[src/rtl/sort_pkg.sv]
// rtl/sort_pkg.sv - shared widths, state encoding and length clamp for memory masters
package sort_pkg;

  localparam int ADDR_W  = 8;
  localparam int DATA_W  = 8;
  localparam int LEN_W   = 10;
  localparam int SUM_W   = 16;
  localparam int MAX_LEN = 256;

  typedef enum logic [1:0] {
    IDLE  = 2'd0,
    PRIME = 2'd1,
    SCAN  = 2'd2
  } state_t;

  // A request longer than the memory scans the whole memory once.
  function automatic logic [LEN_W-1:0] clamp_len(input logic [LEN_W-1:0] len);
    return (len > LEN_W'(MAX_LEN)) ? LEN_W'(MAX_LEN) : len;
  endfunction

endpackage

[src/rtl/sort_verify_if.sv]
// rtl/sort_verify_if.sv - handshake, memory port and result bus of the read-back checker
interface sort_verify_if;
  import sort_pkg::*;

  logic              enable;
  logic              ready;
  logic              done;
  logic [LEN_W-1:0]  length;
  logic [DATA_W-1:0] rdata;
  logic [ADDR_W-1:0] address;
  logic              wren;
  logic              sorted;
  logic [ADDR_W-1:0] err_idx;
  logic [DATA_W-1:0] min_val;
  logic [DATA_W-1:0] max_val;
  logic [SUM_W-1:0]  sum;

  modport master (
    output enable, length, rdata,
    input  ready, done, address, wren, sorted, err_idx, min_val, max_val, sum
  );

  modport slave (
    input  enable, length, rdata,
    output ready, done, address, wren, sorted, err_idx, min_val, max_val, sum
  );

endinterface

[src/rtl/sort_verify_stats.sv]
// rtl/sort_verify_stats.sv - per-word accumulator: min, max, sum and first order violation
module sort_verify_stats
  import sort_pkg::*;
(
  input  logic              clk,
  input  logic              rst_n,
  input  logic              i_zero,
  input  logic              i_clr,
  input  logic              i_consume,
  input  logic [ADDR_W-1:0] i_idx,
  input  logic [DATA_W-1:0] i_data,
  output logic              o_sorted,
  output logic [ADDR_W-1:0] o_err_idx,
  output logic [DATA_W-1:0] o_min,
  output logic [DATA_W-1:0] o_max,
  output logic [SUM_W-1:0]  o_sum
);

  logic              r_sorted;
  logic [ADDR_W-1:0] r_err_idx;
  logic [DATA_W-1:0] r_min;
  logic [DATA_W-1:0] r_max;
  logic [SUM_W-1:0]  r_sum;
  logic [DATA_W-1:0] r_prev;

  always_ff @(posedge clk or negedge rst_n) begin
    if (!rst_n) begin
      r_sorted  <= 1'b0;
      r_err_idx <= '0;
      r_min     <= '0;
      r_max     <= '0;
      r_sum     <= '0;
      r_prev    <= '0;
    end else if (i_zero) begin
      r_sorted  <= 1'b1;
      r_err_idx <= '0;
      r_min     <= '0;
      r_max     <= '0;
      r_sum     <= '0;
    end else if (i_clr) begin
      // Extreme seeds so the first consumed word always replaces both.
      r_sorted  <= 1'b1;
      r_err_idx <= '0;
      r_min     <= '1;
      r_max     <= '0;
      r_sum     <= '0;
    end else if (i_consume) begin
      if (i_data < r_min) r_min <= i_data;
      if (i_data > r_max) r_max <= i_data;
      r_sum <= r_sum + SUM_W'(i_data);
      if ((i_idx != '0) && (i_data < r_prev) && r_sorted) begin
        r_sorted  <= 1'b0;
        r_err_idx <= i_idx;
      end
      r_prev <= i_data;
    end
  end

  assign o_sorted  = r_sorted;
  assign o_err_idx = r_err_idx;
  assign o_min     = r_min;
  assign o_max     = r_max;
  assign o_sum     = r_sum;

endmodule

[src/rtl/sort_verify.sv]
// rtl/sort_verify.sv - read-back checker: FSM, prefetch address counter and length clamp
module sort_verify
  import sort_pkg::*;
(
  input  logic         clk,
  input  logic         rst_n,
  sort_verify_if.slave bus
);

  state_t            r_state;
  logic              r_ready;
  logic              r_done;
  logic [ADDR_W-1:0] r_addr;
  logic [ADDR_W-1:0] r_idx;
  logic [ADDR_W-1:0] r_last;

  logic              w_accept;
  logic [LEN_W-1:0]  w_n;
  logic              w_empty;

  assign w_accept = bus.enable & r_ready;
  assign w_n      = clamp_len(bus.length);
  assign w_empty  = (w_n == '0);

  always_ff @(posedge clk or negedge rst_n) begin
    if (!rst_n) begin
      r_state <= IDLE;
      r_ready <= 1'b1;
      r_done  <= 1'b0;
      r_addr  <= '0;
      r_idx   <= '0;
      r_last  <= '0;
    end else begin
      r_done <= 1'b0;
      case (r_state)
        IDLE: begin
          if (w_accept) begin
            if (w_empty) begin
              r_done <= 1'b1;
            end else begin
              r_state <= PRIME;
              r_ready <= 1'b0;
              r_addr  <= '0;
              r_last  <= ADDR_W'(w_n - LEN_W'(1));
            end
          end
        end
        PRIME: begin
          r_state <= SCAN;
          r_idx   <= '0;
          r_addr  <= ADDR_W'(1);
        end
        SCAN: begin
          if (r_idx == r_last) begin
            r_state <= IDLE;
            r_ready <= 1'b1;
            r_done  <= 1'b1;
          end else begin
            // Prefetch one word ahead; wraps 255 -> 0 on a full-memory scan.
            r_idx  <= r_idx + ADDR_W'(1);
            r_addr <= r_idx + ADDR_W'(2);
          end
        end
        default: begin
          r_state <= IDLE;
          r_ready <= 1'b1;
        end
      endcase
    end
  end

  sort_verify_stats u_stats (
    .clk       (clk),
    .rst_n     (rst_n),
    .i_zero    (w_accept & w_empty),
    .i_clr     (r_state == PRIME),
    .i_consume (r_state == SCAN),
    .i_idx     (r_idx),
    .i_data    (bus.rdata),
    .o_sorted  (bus.sorted),
    .o_err_idx (bus.err_idx),
    .o_min     (bus.min_val),
    .o_max     (bus.max_val),
    .o_sum     (bus.sum)
  );

  assign bus.ready   = r_ready;
  assign bus.done    = r_done;
  assign bus.address = r_addr;
  assign bus.wren    = 1'b0;

endmodule

[src/flat_wrapper.sv]
// flat-port wrapper written by rule: the top's interface ports become plain ports
module sort_verify_flat import sort_pkg::*;
  (clk, rst_n, bus_enable, bus_length, bus_rdata, bus_ready, bus_done, bus_address, bus_wren, bus_sorted, bus_err_idx, bus_min_val, bus_max_val, bus_sum);
  sort_verify_if bus_i ();
  input  logic clk;
  input  logic rst_n;
  input wire logic [$bits(bus_i.enable)-1:0] bus_enable;
  input wire logic [$bits(bus_i.length)-1:0] bus_length;
  input wire logic [$bits(bus_i.rdata)-1:0] bus_rdata;
  output wire logic [$bits(bus_i.ready)-1:0] bus_ready;
  output wire logic [$bits(bus_i.done)-1:0] bus_done;
  output wire logic [$bits(bus_i.address)-1:0] bus_address;
  output wire logic [$bits(bus_i.wren)-1:0] bus_wren;
  output wire logic [$bits(bus_i.sorted)-1:0] bus_sorted;
  output wire logic [$bits(bus_i.err_idx)-1:0] bus_err_idx;
  output wire logic [$bits(bus_i.min_val)-1:0] bus_min_val;
  output wire logic [$bits(bus_i.max_val)-1:0] bus_max_val;
  output wire logic [$bits(bus_i.sum)-1:0] bus_sum;
  assign bus_i.enable = bus_enable;
  assign bus_i.length = bus_length;
  assign bus_i.rdata = bus_rdata;
  assign bus_ready = bus_i.ready;
  assign bus_done = bus_i.done;
  assign bus_address = bus_i.address;
  assign bus_wren = bus_i.wren;
  assign bus_sorted = bus_i.sorted;
  assign bus_err_idx = bus_i.err_idx;
  assign bus_min_val = bus_i.min_val;
  assign bus_max_val = bus_i.max_val;
  assign bus_sum = bus_i.sum;
  sort_verify u_core (.clk(clk), .rst_n(rst_n), .bus(bus_i));
endmodule
[config.mk]
export PLATFORM = sky130hd
export DESIGN_NAME = sort_verify_flat
export DESIGN_NICKNAME = d
export VERILOG_FILES = /design/src/rtl/sort_pkg.sv /design/src/rtl/sort_verify_if.sv /design/src/rtl/sort_verify_stats.sv /design/src/rtl/sort_verify.sv /design/src/flat_wrapper.sv
export SDC_FILE = /design/constraint.sdc
export NUM_CORES = 1
export LEC_CHECK = 0
export ABC_AREA = 1
export ABC_CLOCK_PERIOD_IN_PS = 3960
export CAP_MARGIN = 20
export CORE_AREA = 2 2 93 113
export CTS_BUF_LIST = sky130_fd_sc_hd__clkbuf_4 sky130_fd_sc_hd__clkbuf_8
export DETAILED_ROUTE_END_ITERATION = 6
export DIE_AREA = 0 0 95 115
export PLACE_DENSITY_LB_ADDON = 0.1
export SLEW_MARGIN = 20
export SYNTH_ARGS = -nofsm -noshare
export SYNTH_HDL_FRONTEND = slang
export SYNTH_SLANG_ARGS = --single-unit
[constraint.sdc]
create_clock -name clk -period 3.96 [get_ports clk]
set_clock_uncertainty 0.05 [all_clocks]
set_input_delay 0.99 -clock clk [delete_from_list [all_inputs] [get_ports clk]]
set_output_delay 0.99 -clock clk [all_outputs]
set_load 0.02 [all_outputs]
==> results of run 1 <==
-- final cells by class --
cell class | count | area share
inverters | 79 | 0.0510
flip-flops and latches | 77 | 0.331
well taps | 126 | 0.0271
clock buffers | 10 | 0.0226
repair buffers | 75 | 0.127
multi-input cells | 441 | 0.425
clock inverters | 6 | 0.0151
-- per-stage QoR --
stage	util	setup WS (ns)	hold WS, ns
2_1_floorplan	-	1.08	0.412
3_3_place_gp	0.568	0.227	0.409
3_5_place_dp	0.568	0.0761	0.414
4_1_cts	0.590	0.418	0.436
5_1_grt	0.590	0.162	0.468
6_report	0.590	0.420	0.432
-- metal layers --
| metal | vias up | GRT usage |
|---|---|---|
| met5 | - | 0 |
| met4 | 0 | 0.0609 |
| met3 | 9 | 0.0472 |
| met2 | 64 | 0.392 |
| met1 | 1948 | 0.269 |
| li1 | 2137 | - |
-- cell families after synthesis --
family,synth area share
simple gates,0.248
compound gates,0.115
buf+inv,0.0838
flops,0.401
fa+ha+maj,0.106
xor+xnor,0.0455
other cells,0.000780
-- worst max-delay path by stage --
stage	start	end	slack, ns	cells after the start
2_1_floorplan	bus_length[4]	u_core.u_stats.o_max[0]	1.08	14
3_3_place_gp	bus_length[5]	u_core.u_stats.o_sum[15]	0.23	14
3_5_place_dp	bus_length[5]	u_core.u_stats.o_sum[15]	0.08	14
4_1_cts	bus_length[4]	u_core.u_stats.o_sum[15]	0.42	14
5_1_grt	bus_length[3]	u_core.u_stats.r_prev[2]	0.16	14
6_report	bus_length[5]	u_core.u_stats.o_max[5]	0.42	14
-- registers in the layout, indices dropped and copies added, names as in the netlist --
signal / cells
u_core.u_stats.o_sum: 16
u_core.bus.address: 8
u_core.bus.done: 1
u_core.u_stats.o_max: 8
u_core.u_stats.r_prev: 8
u_core.r_last: 8
u_core.r_idx: 8
u_core.u_stats.o_min: 8
u_core.u_stats.o_err_idx: 8
u_core.r_state: 2
u_core.u_stats.o_sorted: 1
u_core.bus.ready: 1
-- worst min-delay path, cell delays in order (launching register included) --
cell and delay (ns):
dfrtp_1 0.35, nand2_1 0.05, nand2_1 0.05
-- Yosys cell counts (2+ instances only) --
master / count / area share
xor2_1: 17 / 0.031
o21ai_0: 45 / 0.047
ha_1: 39 / 0.10
nor2_2: 2 / 0.0026
and3_1: 2 / 0.0026
nand2_1: 166 / 0.13
clkbuf_1: 5 / 0.0039
o22ai_1: 4 / 0.0052
buf_4: 3 / 0.0047
inv_1: 77 / 0.060
nand2_2: 2 / 0.0026
a31oi_1: 2 / 0.0026
xnor2_1: 8 / 0.015
o211ai_1: 6 / 0.0094
o21a_1: 3 / 0.0047
nand3_1: 52 / 0.054
o21ai_1: 11 / 0.011
nand4_1: 8 / 0.010
dfrtp_1: 76 / 0.40
buf_6: 4 / 0.0094
a21oi_1: 24 / 0.025
nor2_4: 3 / 0.0070
nor2_1: 30 / 0.023
buf_2: 4 / 0.0042
nor3_1: 5 / 0.0052
-- cell usage in the layout (no fill, tap or decap), types with 2 or more instances in the layout --
cell             synthesis  layout
o211ai_1                 6       6
nand4_1                  8       8
xor2_1                  17      17
nand2_2                  2       2
a31oi_1                  2       2
o22ai_1                  4       4
nor2_2                   2       2
nand3_1                 52      52
inv_1                   77      77
o21ai_0                 45      45
o21a_1                   3       3
nand2_1                166     166
bufinv_16                0       2
o21ai_1                 11      11
nor2_4                   3       3
ha_1                    39      39
and3_1                   2       2
buf_4                    3       4
nor3_1                   5       5
xnor2_1                  8       8
nor2_1                  30      30
a21oi_1                 24      24
clkbuf_8                 0       9
dfrtp_1                 76      76
clkdlybuf4s50_1          0      70
clkinvlp_4               0       3
-- power groups by stage --
stage	Clock, mW	Combinational (mW)	Sequential [mW]
6_report	0.674	0.164	0.801
4_1_cts	0.689	0.165	0.801
3_3_place_gp	0	0.161	0.817
2_1_floorplan	0	0.0731	0.826
3_5_place_dp	0	0.164	0.817
5_1_grt	0.723	0.186	0.802
==> impl_metrics.json, run 1 <==
{
  "synth_warnings": 0,
  "io_pins": 73,
  "cp_max_fo": 22,
  "antenna_found_initial": 0,
  "rsz0062_at_grt": "no",
  "placed_cells": 798,
  "wl_met1_mm": 5.01,
  "syn_to_final_growth_pct": 21.1,
  "sequentialPowerShare": 0.489,
  "slew_headroom": 0.534,
  "worstPathArrival_ns": 3.74,
  "routed_via_density": 5.11,
  "ctsResizeCount": 0,
  "p_leak_nw": 2.95,
  "cts_buffers": 9,
  "drive_above_1_share": 0.0494,
  "port_buffers": 71,
  "drv_cap": 0,
  "synth-seq-cells": 77,
  "grt_overflow": 0,
  "ys_types": 40,
  "r2r_slack_ns": 1.82,
  "hold-path-endpoint": "u_core.u_stats.o_err_idx[0]",
  "area.sequential_mm2": 0.00193,
  "fin_tns_setup_ns": 0,
  "hold_start": "u_core.u_stats.o_err_idx[0]",
  "wl_met2_mm": 5.88,
  "drc_errors": 0,
  "crit_path_end_kind": "flip-flop",
  "power_density_mw_per_mm2": 282,
  "drtAntennaViolNets": 0,
  "critPathTopFamily": "simple AND/OR/NAND/NOR gates",
  "crit_chain": "clkdlybuf4s50_1, nor2_1, nand2_1, o21ai_4, nand2_1, clkinv_1, nand2_1, ha_1, nor4b_1, nand4_1, nand2_4, inv_2, nand3_1, nand2_1",
  "fin_cells": 814,
  "switching_power_mw": 0.416,
  "initialDrtViolationCount": 262,
  "path_common_cell": "nand2_1",
  "setup_violations": 0,
  "cts_sinks": 77,
  "synth_cells": 613,
  "tritoncts": "built",
  "multi_input_area_mm2": 0.00248,
  "start_util": 0.488,
  "synthFlopType": "dfrtp_1",
  "routed-via-count": 4158,
  "async_flop_share": 1.00,
  "wl_met3_um": 377,
  "die_area_mm2": 0.0109,
  "finalNetCount": 744,
  "max_freq_mhz": 282,
  "syn_area_per_cell_um2": 7.84,
  "internal_power_mw": 1.22,
  "core-area_mm2": 0.00986,
  "min_path_type": "flip-flop to flip-flop",
  "n_antenna_cell": 0,
  "die_h_um": 115,
  "fillers": 895,
  "r2r_end": "u_core.u_stats.o_max[5]",
  "cts_setup_buffers": 0,
  "period_needed_ns": 3.54,
  "finalCritPeriodShare": 0.894,
  "syn-num-nets": 674,
  "design_area_mm2": 0.00582,
  "yosysSeqAreaShare": 0.401,
  "clk_latency_ns": 0.36,
  "cts_hold_buffers": 0,
  "drtPass1Iterations": 4,
  "rows": 40,
  "crit_slowest_cell": "clkdlybuf4s50_1",
  "root_buffer": "clkbuf_8",
  "dpl_cell_area_mm2": 0.00560,
  "slew_violations": 0,
  "status": "finished, final reports clean",
  "rr_worst_depth": 7,
  "pwr-share-comb": 0.100,
  "max-clock-path-buffers": 2,
  "h-tree-depth": 3,
  "top_layer_used": "met4",
  "critPathKind": "primary input to flip-flop",
  "clk_pin_slew_worst_paths_ns": 0.08,
  "critical_path_buf_inv_count": 3,
  "grt_start_max_net_pins": 78,
  "synth-edff-count": 0,
  "die-width_um": 95,
  "clock_power_share": 0.411,
  "synth_area_mm2": 0.00481,
  "r2r_start": "u_core.r_state[1]",
  "gp_congestion": 0.819,
  "swShare": 0.254,
  "grt_usage": 0.221,
  "grt_pass1_wl_mm": 18.9,
  "worst_ep_required_time_ns": 4.16,
  "start_kind": "primary input",
  "hold_viol": 0,
  "peakVddDrop_v": 0.000199,
  "worst_pin_slew_ns": 0.699,
  "grt_pass1_vias": 4082,
  "drt-total-wl_mm": 11.4,
  "place_hpwl_mm": 8.17,
  "whs_path_depth": 2,
  "avgRoutedWirePerCell_um": 14.0,
  "fin_total_pwr_mw": 1.64,
  "max_stage_delay_ns": 0.57
}
Note: power is estimated with default switching activity, not from simulation.
==> run 2: changes to the inputs <==
Settings changed: CAP_MARGIN 20 to unset, CORE_AREA 2 2 93 113 to 2 2 95 115, DIE_AREA 0 0 95 115 to 0 0 97 117, SYNTH_HIERARCHICAL set to 1.
==> impl_metrics.json, run 2 <==
{
  "h-tree-depth": 3,
  "synth.most_common_cell": "nand2_1",
  "grt_pass1_vias": 4314,
  "hold_viol": 0,
  "synthFlopType": "dfrtp_1",
  "async_flop_share": 1.00,
  "syn-num-nets": 735,
  "crit_slowest_cell": "clkdlybuf4s50_1",
  "place_hpwl_mm": 9.11,
  "setup_violations": 0,
  "critical_path_buf_inv_count": 3,
  "slew_headroom": 0.520,
  "cts_sinks": 77,
  "synth_cells": 675,
  "drv_cap": 0,
  "worstPathArrival_ns": 3.50,
  "drive_above_1_share": 0.0693,
  "io_pins": 73,
  "root_buffer": "clkbuf_8",
  "start_util": 0.485,
  "tritoncts": "built",
  "n_antenna_cell": 0,
  "status": "finished, final reports clean",
  "yosysSeqAreaShare": 0.385,
  "whs_path_depth": 2,
  "crit_chain": "clkdlybuf4s50_1, nor2_1, nand3_1, o21bai_2, nand2_1, ha_1, nand3_1, nor3_1, nand2_2, nor2_1, nor2_4, inv_2, nor2_4, inv_2, a21oi_1, o21ai_0, nand2_1",
  "worst_ep_required_time_ns": 4.21,
  "dpl_cell_area_mm2": 0.00581,
  "rsz0062_at_grt": "no",
  "die-width_um": 97,
  "synth-edff-count": 0,
  "synth_commonest_cells": "nand2_1, dfrtp_1, inv_1",
  "max-clock-path-buffers": 2,
  "start_kind": "primary input",
  "synth_top_area_frac": 0.380,
  "cp_max_fo": 18,
  "drtAntennaViolNets": 0,
  "sequentialPowerShare": 0.478,
  "worst_pin_slew_ns": 0.720,
  "max_freq_mhz": 308,
  "fillers": 987,
  "critPathKind": "primary input to flip-flop",
  "grt_overflow": 0,
  "finalNetCount": 805,
  "clock_power_share": 0.391,
  "multi_input_area_mm2": 0.00269,
  "path_depth": 17,
  "clk_pin_slew_worst_paths_ns": 0.08,
  "ctsResizeCount": 0,
  "avgRoutedWirePerCell_um": 13.8,
  "fin_hold_ws_ns": 0.425,
  "gp_congestion": 0.872,
  "die_area_mm2": 0.0113,
  "power_density_mw_per_mm2": 279,
  "fin_ws_ns": 0.716,
  "fin_total_pwr_mw": 1.69,
  "drc_errors": 0,
  "synth_top_cell_by_area": "dfrtp_1",
  "cts_buffers": 9,
  "layout_commonest_cell": "nand2_1",
  "synth-seq-cells": 77,
  "fin_cells": 879,
  "finalCritPeriodShare": 0.819,
  "antenna_found_initial": 0,
  "min_path_type": "flip-flop to flip-flop",
  "cts_hold_buffers": 0,
  "grt_pass1_wl_mm": 20.0,
  "drtPass1Iterations": 5,
  "port_buffers": 71,
  "slew_violations": 0,
  "die_h_um": 117,
  "peakVddDrop_v": 0.000160,
  "max_stage_delay_ns": 0.45,
  "critPathTopFamily": "simple AND/OR/NAND/NOR gates",
  "yosys-top-cells-area": "dfrtp_1, nand2_1, ha_1",
  "rows": 41,
  "grt_start_max_net_pins": 78,
  "crit_path_end_kind": "flip-flop",
  "swShare": 0.261,
  "syn_area_per_cell_um2": 7.41,
  "synth_warnings": 6,
  "synth_area_mm2": 0.00500,
  "period_needed_ns": 3.24,
  "core-area_mm2": 0.0103,
  "clk_latency_ns": 0.36,
  "fin_util": 0.587,
  "fin_tns_setup_ns": 0,
  "pwr-share-comb": 0.132,
  "cts_setup_buffers": 0,
  "syn_to_final_growth_pct": 21.0,
  "initialDrtViolationCount": 186,
  "pre_cts_ws_ns": 0.352,
  "ys_types": 42,
  "internal_power_mw": 1.25,
  "area.sequential_mm2": 0.00193,
  "p_leak_nw": 2.94,
  "routed_via_density": 5.21,
  "design_area_mm2": 0.00605,
  "largest_reg_flops": 16,
  "routed-via-count": 4581,
  "drt-total-wl_mm": 12.1,
  "placed_cells": 862,
  "rr_worst_depth": 9,
  "grt_usage": 0.220,
  "switching_power_mw": 0.440,
  "final_cell_mix": "nand2_1, dfrtp_1, clkdlybuf4s50_1"
}
## run 2: cell types whose count changed after synthesis, sizes merged, moves of 8 or more
cell / previous run / this run
o21ai: 57 / 45
nand4: 8 / 22
nand2: 169 / 203
nand3: 53 / 64
xor2: 17 / 9
nor2: 35 / 65
## run 2: worst register-to-register path, cell delays in order (launching register included)
cell and delay, ns:
dfrtp_1 0.42, inv_1 0.10, ha_1 0.63, inv_2 0.34, nor2_1 0.16, nand3_1 0.14
a41oi_4 0.35, nand2_4 0.14, nand3_1 0.09, nand2_1 0.06
## run 2: cell families after synthesis
family,count (synthesis),share of synthesized area
XOR/XNOR,11,0.0193
buffers and inverters,93,0.0780
other,1,0.000749
flip-flops,77,0.385
AO/OA/AOI/OAI,83,0.0925
adder cells (fa/ha/maj),39,0.0990
AND/OR/NAND/NOR,371,0.325
## run 2: metal layers
layer | wire (µm) | global-route usage
met2 | 6550 | 0.425
met4 | 153 | 0.0836
met1 | 5050 | 0.243
met3 | 386 | 0.0356
met5 | 0 | 0
## run 2: path summary, 6_finish.rpt
path	start	slack, ns	to
worst max-delay path	bus_length[5]	0.72	u_core/u_stats/o_sum[3]
worst min-delay path	u_core/bus.ready	0.43	u_core/bus.ready
worst max register to register	u_core/r_state[0]	1.39	u_core/u_stats/o_err_idx[6]
worst min register to register	u_core/bus.ready	0.43	u_core/bus.ready
max in group asynchronous	rst_n	2.76	u_core/bus.ready
min in group asynchronous	rst_n	0.46	u_core/u_stats/o_max[2]
## run 2: power by group through the flow
stage	sequential, mW	combinational (mW)	clock [mW]
3_5_place_dp	0.823	0.220	0
4_1_cts	0.807	0.221	0.681
2_1_floorplan	0.832	0.113	0
6_report	0.807	0.222	0.660
3_3_place_gp	0.822	0.214	0
5_1_grt	0.809	0.253	0.711
## run 2: final cells by class
cell class | count | share of cell area
multi-input cells | 505 | 0.444
flip-flops and latches | 77 | 0.319
repair buffers | 78 | 0.129
well taps | 129 | 0.0267
clock inverters | 6 | 0.0145
clock buffers | 10 | 0.0217
inverters | 74 | 0.0459
==> run 3: changes to the inputs <==
Settings changed: ABC_CLOCK_PERIOD_IN_PS 3960 to 2800.
Clock period 3.96 ns to 2.8 ns, I/O delays scaled along.
==> impl_metrics.json, run 3 (synthesis gave the netlist of run 2 again) <==
{
  "max_freq_mhz": 386,
  "power_density_mw_per_mm2": 355,
  "start_kind": "primary input",
  "drtPass1Iterations": 4,
  "die_area_mm2": 0.0113,
  "drv_cap": 0,
  "antenna_found_initial": 0,
  "r2r_slack_ns": 0.82,
  "clk_latency_ns": 0.36,
  "h-tree-depth": 3,
  "drive_above_1_share": 0.114,
  "place_hpwl_mm": 9.50,
  "worst_ep_required_time_ns": 3.04,
  "cp_max_fo": 7,
  "root_buffer": "clkbuf_8",
  "routed_via_density": 5.19,
  "max-clock-path-buffers": 2,
  "layout_commonest_cell": "nand2_1",
  "start_util": 0.485,
  "avgRoutedWirePerCell_um": 13.7,
  "rsz0062_at_grt": "no",
  "die_h_um": 117,
  "critPathKind": "primary input to flip-flop",
  "gp_congestion": 0.877,
  "fin_cells": 910,
  "drtAntennaViolNets": 0,
  "worstPathArrival_ns": 2.83,
  "clk_pin_slew_worst_paths_ns": 0.08,
  "min_path_type": "primary input to asynchronous set/reset pin",
  "cts_setup_buffers": 0,
  "initialDrtViolationCount": 171,
  "slew_violations": 0,
  "finalCritPeriodShare": 0.925,
  "fin_ws_ns": 0.211,
  "syn_to_final_growth_pct": 26.2,
  "dpl_cell_area_mm2": 0.00608,
  "crit_path_end_kind": "flip-flop",
  "grt_pass1_vias": 4568,
  "drc_errors": 0,
  "fillers": 959,
  "io_pins": 73,
  "hold_viol": 0,
  "setup_violations": 0,
  "rows": 41,
  "slew_headroom": 0.603,
  "cts_sinks": 77,
  "port_buffers": 71,
  "core-area_mm2": 0.0103,
  "tritoncts": "built",
  "n_antenna_cell": 0,
  "placed_cells": 895,
  "fin_hold_ws_ns": 0.293,
  "period_needed_ns": 2.59,
  "p_leak_nw": 3.16,
  "grt_pass1_wl_mm": 20.9,
  "drt-total-wl_mm": 12.4,
  "fin_total_pwr_mw": 2.24,
  "routed-via-count": 4727,
  "fin_tns_setup_ns": 0,
  "largest_reg_flops": 16,
  "worst_pin_slew_ns": 0.595,
  "die-width_um": 97,
  "status": "finished, final reports clean",
  "fin_util": 0.613,
  "grt_start_max_net_pins": 46,
  "grt_usage": 0.228,
  "pre_cts_ws_ns": -0.299,
  "grt_overflow": 0,
  "design_area_mm2": 0.00632,
  "final_cell_mix": "nand2_1, dfrtp_1, inv_1",
  "finalNetCount": 837,
  "peakVddDrop_v": 0.000328,
  "cts_buffers": 9
}
## run 3: changes by cell type in the layout (fill, tap and decap cells not counted), sizes merged
cell	change
buf	+32
bufinv	-2
clkbuf	+3
clkdlybuf4s50	-8
clkinv	-2
dlymetal6s2s	+8
## run 3: where the power goes
group	leakage (nW)	switching (mW)	internal [mW]	total, mW
combinational	2.08	0.196	0.148	0.344
sequential	0.990	0.0116	1.13	1.14
clock	0.0935	0.390	0.368	0.758
total	3.16	0.598	1.65	2.24
## run 3: area by class of cell
class	instances	area, µm²	share of cell area
multi-input cells	505	2720	0.430
clock inverters	2	10.0	0.00158
flip-flops and latches	77	1930	0.305
repair buffers	110	1060	0.167
well taps	129	161	0.0256
inverters	74	280	0.0444
clock buffers	13	160	0.0254
## run 3: final timing paths
kind | start | end | cells past startpoint
worst max-delay path | bus_length[8] | u_core/u_stats/o_sum[3] | 17
worst min-delay path | rst_n | u_core/u_stats/o_min[6] | 1
worst max register to register | u_core/u_stats/o_sum[0] | u_core/u_stats/o_sum[8] | 8
worst min register to register | u_core/bus.address[2] | u_core/bus.address[2] | 2
max in group asynchronous | rst_n | u_core/bus.address[1] | 2
min in group clk | u_core/bus.address[2] | u_core/bus.address[2] | 2
## run 3: per-layer routing
layer / global-route usage / vias to the layer above / wire (µm)
li1: - / 2404 / -
met3: 0.0445 / 20 / 400
met4: 0.0845 / 0 / 295
met5: 0 / - / 0
met1: 0.250 / 2225 / 5160
met2: 0.439 / 78 / 6570
## run 3: timing repair
action / in CTS / in global routing
hold buffers: 0 / 0
gates resized for setup: 0 / 23
endpoints found under the setup margin: 0 / 39
## run 3: worst max-delay path, cell delays in order
cell             delay [ns]
clkdlybuf4s50_1        0.44
nor2_1                 0.15
o21bai_4               0.17
nand2_2                0.07
ha_1                   0.19
nand3_1                0.09
nor3_2                 0.04
nand2_2                0.07
nor2_1                 0.06
buf_4                  0.14
nor2_4                 0.12
inv_2                  0.07
nor2_4                 0.18
inv_4                  0.08
a21oi_1                0.10
o21ai_0                0.09
nand2_1                0.06
